===== src/rtl/ho_host_seq.sv =====
// Host-side command sequencer for the obfuscated AES core: accepts one command at a time,
// issues the matching one-cycle strobe with registered operands, and returns one response.
module ho_host_seq #(
  parameter  int unsigned TIMEOUT = 1023,
  parameter  int unsigned TO_W    = 10,
  localparam int unsigned DATA_W  = 128,
  localparam int unsigned SEED_W  = 80,
  localparam int unsigned KEY_W   = 64
) (
  input  logic              CLK,
  input  logic              RSTn,
  input  logic              cmd_valid,
  output logic              cmd_ready,
  input  logic [1:0]        cmd_op,
  input  logic [DATA_W-1:0] cmd_data,
  input  logic [SEED_W-1:0] cmd_seed,
  input  logic [SEED_W-1:0] cmd_iv,
  input  logic [KEY_W-1:0]  cmd_key,
  output logic              rsp_valid,
  output logic [1:0]        rsp_status,
  output logic [DATA_W-1:0] rsp_data,
  output logic [DATA_W-1:0] Kin,
  output logic              Krdy,
  input  logic              Kvld,
  output logic [DATA_W-1:0] Din,
  output logic              Drdy,
  input  logic              Dvld,
  input  logic [DATA_W-1:0] Dout,
  input  logic              BSY,
  output logic              EN,
  output logic              reseed,
  output logic [SEED_W-1:0] newseed,
  output logic [SEED_W-1:0] newIV,
  output logic [KEY_W-1:0]  Key,
  output logic [SEED_W-1:0] Ukey_seed,
  output logic [SEED_W-1:0] User_IV,
  output logic              Key_ready_user,
  input  logic              done
);

  typedef enum logic [1:0] {IDLE, ISSUE, WAIT} state_t;
  typedef enum logic [1:0] {OP_LOAD_KEY = 2'd0, OP_ENCRYPT = 2'd1,
                            OP_UNLOCK = 2'd2, OP_RESEED = 2'd3} op_t;

  localparam logic [1:0] ST_OK      = 2'd0;
  localparam logic [1:0] ST_TIMEOUT = 2'd1;
  localparam logic [1:0] ST_NOKEY   = 2'd2;

  state_t            state, state_d;
  op_t               op_q, op_d;
  logic [TO_W-1:0]   cnt, cnt_d;
  logic              key_loaded, key_loaded_d;
  logic              krdy_d, drdy_d, kru_d, reseed_d;
  logic              rsp_valid_d;
  logic [1:0]        rsp_status_d;
  logic [DATA_W-1:0] rsp_data_d;
  logic              cmd_ready_d;
  logic              accept_c, ack_c, limit_c;

  assign accept_c = cmd_valid & cmd_ready;
  assign limit_c  = (cnt == TO_W'(TIMEOUT - 1));
  // RESEED has no acknowledge channel and completes on its first WAIT cycle
  assign ack_c    = (op_q == OP_LOAD_KEY) ? Kvld :
                    (op_q == OP_ENCRYPT)  ? Dvld :
                    (op_q == OP_UNLOCK)   ? done : 1'b1;

  // Next-state, strobe and response logic
  always_comb begin
    state_d      = state;
    op_d         = op_q;
    cnt_d        = cnt;
    key_loaded_d = key_loaded;
    krdy_d       = 1'b0;
    drdy_d       = 1'b0;
    kru_d        = 1'b0;
    reseed_d     = 1'b0;
    rsp_valid_d  = 1'b0;
    rsp_status_d = rsp_status;
    rsp_data_d   = rsp_data;
    cmd_ready_d  = 1'b0;

    case (state)
      IDLE: begin
        if (accept_c) begin
          op_d    = op_t'(cmd_op);
          cnt_d   = '0;
          state_d = ISSUE;
        end
      end
      ISSUE: begin
        cnt_d = cnt + TO_W'(1);
        if (op_q == OP_ENCRYPT && !key_loaded) begin
          rsp_valid_d  = 1'b1;
          rsp_status_d = ST_NOKEY;
          rsp_data_d   = '0;
          state_d      = IDLE;
        end else if (limit_c) begin
          rsp_valid_d  = 1'b1;
          rsp_status_d = ST_TIMEOUT;
          rsp_data_d   = '0;
          if (op_q == OP_LOAD_KEY) key_loaded_d = 1'b0;
          state_d      = IDLE;
        end else if (!(op_q == OP_ENCRYPT && BSY)) begin
          case (op_q)
            OP_LOAD_KEY: krdy_d   = 1'b1;
            OP_ENCRYPT:  drdy_d   = 1'b1;
            OP_UNLOCK:   kru_d    = 1'b1;
            OP_RESEED:   reseed_d = 1'b1;
          endcase
          state_d = WAIT;
        end
      end
      WAIT: begin
        cnt_d = cnt + TO_W'(1);
        // an acknowledge on the timeout edge still counts as success
        if (ack_c) begin
          rsp_valid_d  = 1'b1;
          rsp_status_d = ST_OK;
          rsp_data_d   = (op_q == OP_ENCRYPT) ? Dout : '0;
          if (op_q == OP_LOAD_KEY) key_loaded_d = 1'b1;
          state_d      = IDLE;
        end else if (limit_c) begin
          rsp_valid_d  = 1'b1;
          rsp_status_d = ST_TIMEOUT;
          rsp_data_d   = '0;
          if (op_q == OP_LOAD_KEY) key_loaded_d = 1'b0;
          state_d      = IDLE;
        end
      end
      default: state_d = IDLE;
    endcase

    cmd_ready_d = (state_d == IDLE);
  end

  // State, control and response registers
  always_ff @(posedge CLK) begin
    if (!RSTn) begin
      state          <= IDLE;
      op_q           <= OP_LOAD_KEY;
      cnt            <= '0;
      key_loaded     <= 1'b0;
      cmd_ready      <= 1'b0;
      Krdy           <= 1'b0;
      Drdy           <= 1'b0;
      Key_ready_user <= 1'b0;
      reseed         <= 1'b0;
      rsp_valid      <= 1'b0;
      rsp_status     <= '0;
      rsp_data       <= '0;
      EN             <= 1'b0;
    end else begin
      state          <= state_d;
      op_q           <= op_d;
      cnt            <= cnt_d;
      key_loaded     <= key_loaded_d;
      cmd_ready      <= cmd_ready_d;
      Krdy           <= krdy_d;
      Drdy           <= drdy_d;
      Key_ready_user <= kru_d;
      reseed         <= reseed_d;
      rsp_valid      <= rsp_valid_d;
      rsp_status     <= rsp_status_d;
      rsp_data       <= rsp_data_d;
      EN             <= 1'b1;
    end
  end

  // Operand registers: written only by the accepted command that owns them
  always_ff @(posedge CLK) begin
    if (!RSTn) begin
      Kin       <= '0;
      Din       <= '0;
      Key       <= '0;
      Ukey_seed <= '0;
      User_IV   <= '0;
      newseed   <= '0;
      newIV     <= '0;
    end else if (accept_c) begin
      case (op_t'(cmd_op))
        OP_LOAD_KEY: Kin <= cmd_data;
        OP_ENCRYPT:  Din <= cmd_data;
        OP_UNLOCK: begin
          Key       <= cmd_key;
          Ukey_seed <= cmd_seed;
          User_IV   <= cmd_iv;
        end
        OP_RESEED: begin
          newseed <= cmd_seed;
          newIV   <= cmd_iv;
        end
      endcase
    end
  end

endmodule


===== config.mk =====
export PLATFORM = sky130hd
export DESIGN_NAME = ho_host_seq
export DESIGN_NICKNAME = d
export VERILOG_FILES = /design/src/rtl/ho_host_seq.sv
export SDC_FILE = /design/constraint.sdc
export NUM_CORES = 2
export LEC_CHECK = 0
export ABC_AREA = 1
export BUFFER_PORTS_ARGS = -buffer_cell sky130_fd_sc_hd__buf_2
export CAP_MARGIN = 25
export CORE_AREA = 2 2 486 488
export CTS_CLUSTER_DIAMETER = 50
export DETAILED_ROUTE_END_ITERATION = 10
export DIE_AREA = 0 0 488 490
export PLACE_DENSITY = 0.3
export SYNTH_ARGS = -nofsm -noshare
export SYNTH_HDL_FRONTEND = slang
export SYNTH_SLANG_ARGS = --single-unit

===== constraint.sdc =====
create_clock -name CLK -period 2.5 [get_ports CLK]
set_input_delay 0.25 -clock CLK [delete_from_list [all_inputs] [get_ports CLK]]
set_output_delay 0.25 -clock CLK [all_outputs]
set_load 0.01 [all_outputs]

==> results_dict.tcl <==
set metrics [dict create \
    tritoncts_clock_tree "yes" \
    worst-endpoint-arrival_ns 2.85 \
    ys_async_sr_fraction 0 \
    post-route-drc-count 0 \
    die-area_sq_um 239100 \
    route.final.wire_length_mm 174.2 \
    irDropWorstVdd_v 0.0005238 \
    numPlacedInstances 7757 \
    timing.final.crit_period_ns 2.176 \
    die_x_um 488 \
    rel_slew_slack 0.3554 \
    antenna_violating_nets_post_route 0 \
    start_util 0.1203 \
    worstHoldPathCells 8 \
    crit_path_frequent_cell "sky130_fd_sc_hd__inv_1" \
    path_buf_inv 3 \
    highest-signal-layer "met5" \
    critical_path.startpoint_type "flop" \
    synth.avg_cell_area_sq_um 7.903 \
    place_congestion 0.8263 \
    power_density_nw_per_um2 824.0 \
    design.core.area_sq_um 234100 \
    compound_gate_fraction_of_synth_area 0.1408 \
    met2RoutedLength_mm 81.84 \
    fmaxAchievable_mhz 459.5 \
    routed_via_density 3.707 \
    crit_cells 7 \
    synth-edff-count 0 \
    synth.yosys.seq_area_share 0.5631 \
    final_max_slew_viol_count 0 \
    dieHeight_um 490 \
    synth_top_family_by_area "simple AND/OR/NAND/NOR gates" \
    timing_hold_violations_final 0 \
    drv.max_cap_violation_count 0 \
    grt.total_usage 0.1396 \
    finish.cell_count_without_fillers 8505 \
    fin_crit_sh 0.8704 \
    critPathMaxFanout 75 \
    row_count 178 \
    synth_adder_area_share 0.002666 \
    grt_first_pass_wirelength_mm 245.2 \
    post_route_cells_drive_above_1_share 0.3009 \
    met3RoutedLength_mm 13.96 \
    grt_start_max_net_pins 136 \
    post_synth_and_or_nand_nor_area_fraction 0.2439 \
    number_of_antenna_violations_at_the_first_check_in_global_routing 30 \
    synth-seq-cells 792 \
    route.layer.met1.wl_mm 73.97 \
    number_of_drc_violations_after_detailed_routing_iteration_0 1631 \
    synth_cell_type_count 26 \
    worst_hold_slack_ns 0.1719 \
    global_route.overflow_total 0 \
    first_pass_iters 5 \
    worst-slew-pin-transition_ns 0.9670 \
    mappedNetlistNets 4058 \
    yosysWarnings 0 \
    cts-root-buf "sky130_fd_sc_hd__clkbuf_16" \
    dominantRegCellSynth "sky130_fd_sc_hd__dfxtp_1" \
    critical-path-top-delay-family "buffers and inverters" \
    run_status "finished clean" \
    synth_area_sq_um 28160 \
    syn_to_final_growth_pct 70.59 \
    final_core_util 0.2052 \
    post_drt_wl_per_cell_um 20.48 \
    reg2reg_depth 7 \
    htreeDepth 4 \
    grt_pass1_vias 32230 \
    design_power_total_w 0.03958 \
    clock_latency_ns 0.79 \
    cts_sinks 792 \
    worst-setup-path-type "reg2reg" \
    finalSetupViolCount 0 \
    cp_slowest_stage_delay_ns 0.70 \
    numCtsBuffers 142 \
    synth_xor_area_frac 0 \
    netlist_instances 3563 \
    port_buffers 1265 \
    ioPinCount 1266 \
    clk_transition_reported_paths_ns 0.05 \
    min-delay-path-class "in2reg" \
    clock_path_buffers 3 \
    cp-end-kind "flop" \
    place_hpwl_mm 128.1 \
    num-nets-final 5731 \
    grt_setup_unrepaired "false" \
    routed-via-count 31520 \
    power.leakage_nw 22.45 \
    worst_clock_skew_ns 0.03279 \
    post_synth_mux_area_share 0 \
    crit_chain "inv_1 > ha_1 > inv_1 > nand3_4 > buf_4 > nand4_1 > a21oi_1" \
    timing.critical_path.slowest_stage_cell "sky130_fd_sc_hd__buf_4" \
    cp.required_ns 3.18 \
    resized_gates_after_cts 0 \
]
layer usage:
| metal | global-route usage | up-vias |
|---|---|---|
| met4 | 0.04197 | 10 |
| li1 | - | 15300 |
| met2 | 0.2336 | 1136 |
| met1 | 0.1692 | 14860 |
| met3 | 0.04448 | 216 |
| met5 | 0 | - |
cells by family after synthesis:
logic type | after synthesis
AO/OA/AOI/OAI | 791
flip-flops | 792
buffers and inverters | 341
adder cells (fa/ha/maj) | 6
AND/OR/NAND/NOR | 1633
layout by cell type, fill, tap and decap left out, types with 2 or more instances in the layout:
cell type	n
sky130_fd_sc_hd__a21oi_1	144
sky130_fd_sc_hd__buf_12	26
sky130_fd_sc_hd__buf_2	1264
sky130_fd_sc_hd__buf_4	62
sky130_fd_sc_hd__bufinv_16	13
sky130_fd_sc_hd__clkbuf_1	17
sky130_fd_sc_hd__clkbuf_16	146
sky130_fd_sc_hd__clkbuf_8	29
sky130_fd_sc_hd__clkinv_2	19
sky130_fd_sc_hd__clkinv_4	10
sky130_fd_sc_hd__clkinv_8	4
sky130_fd_sc_hd__clkinvlp_4	3
sky130_fd_sc_hd__dfxtp_1	792
sky130_fd_sc_hd__diode_2	11
sky130_fd_sc_hd__dlygate4sd3_1	485
sky130_fd_sc_hd__ha_1	5
sky130_fd_sc_hd__inv_1	25
sky130_fd_sc_hd__inv_16	3
sky130_fd_sc_hd__inv_2	2
sky130_fd_sc_hd__inv_4	3
sky130_fd_sc_hd__inv_6	8
sky130_fd_sc_hd__nand2_1	43
sky130_fd_sc_hd__nand3_1	9
sky130_fd_sc_hd__nand3_4	2
sky130_fd_sc_hd__nand4_1	262
sky130_fd_sc_hd__nor2_1	1300
sky130_fd_sc_hd__nor2_2	2
sky130_fd_sc_hd__nor2_4	2
sky130_fd_sc_hd__nor3_1	5
sky130_fd_sc_hd__nor3_4	3
sky130_fd_sc_hd__o21ai_0	639
sky130_fd_sc_hd__o21ai_1	6
tightest hold or removal path, cell delays in order:
cell,delay [ns]
sky130_fd_sc_hd__buf_2,0.09
sky130_fd_sc_hd__inv_1,0.04
sky130_fd_sc_hd__nand2_1,0.05
sky130_fd_sc_hd__nand3_1,0.12
sky130_fd_sc_hd__nand3_1,0.13
sky130_fd_sc_hd__nand2_1,0.06
sky130_fd_sc_hd__nand2_1,0.09
sky130_fd_sc_hd__nor2_1,0.05
power by group:
group	switching (W)	total, W	internal (W)
combinational	0.00358	0.00553	0.00195
sequential	0.000366	0.0138	0.0134
clock	0.00736	0.0203	0.0129
state kept, by name (all words and copies together), names as in the netlist, 10 cells and up:
register   cells
Din          128
Key           64
Kin          128
Ukey_seed     80
User_IV       80
cnt           10
newIV         80
newseed       80
rsp_data     128
timing repair:
action,CTS,global route
endpoints found under the hold margin,778,0
hold buffers,485,0
buffers inserted,0,0
worst paths after layout:
| check | start | slack (ns) | to |
|---|---|---|---|
| worst max-delay path | state[0] | 0.32 | rsp_data[93] |
| worst min-delay path | Dvld | 0.17 | state[0] |
| worst max register to register | state[0] | 0.32 | rsp_data[93] |
| worst min register to register | key_loaded | 0.48 | key_loaded |
area by class of cell:
type	instances	area, sq um
Timing Repair Buffer	1838	12180
Clock inverter	60	812.0
Antenna cell	11	27.53
Clock buffer	192	4116
Multi-Input combinational cell	2430	10960
Fill cell	26380	186000
Tap cell	3150	3941
Sequential cell	792	15860
Inverter	32	140.1
Yosys cell counts, types with 4 or more instances:
cell | instances | area (sq um)
sky130_fd_sc_hd__a21oi_1 | 144 | 720.7
sky130_fd_sc_hd__buf_1 | 15 | 56.30
sky130_fd_sc_hd__buf_2 | 85 | 425.4
sky130_fd_sc_hd__clkbuf_1 | 205 | 769.5
sky130_fd_sc_hd__dfxtp_1 | 792 | 15860
sky130_fd_sc_hd__ha_1 | 6 | 75.07
sky130_fd_sc_hd__inv_1 | 27 | 101.4
sky130_fd_sc_hd__inv_2 | 5 | 18.77
sky130_fd_sc_hd__nand2_1 | 43 | 161.4
sky130_fd_sc_hd__nand3_1 | 10 | 50.05
sky130_fd_sc_hd__nand4_1 | 262 | 1639
sky130_fd_sc_hd__nor2_1 | 1300 | 4880
sky130_fd_sc_hd__nor2_2 | 4 | 25.02
sky130_fd_sc_hd__nor3_1 | 6 | 30.03
sky130_fd_sc_hd__o21ai_0 | 639 | 3198
sky130_fd_sc_hd__o21ai_1 | 6 | 30.03
metrics by stage:
step	area, sq um	setup WS, ns	TNS (ns)
finish	48030	0.3239	0
global route	48020	0.1456	0
CTS	48010	0.3100	0
detailed placement	38220	0.3284	0
global placement	38220	-0.06436	-0.06436
floorplan	28160	0.7380	0
No activity file was read; power rests on OpenSTA's default activity.
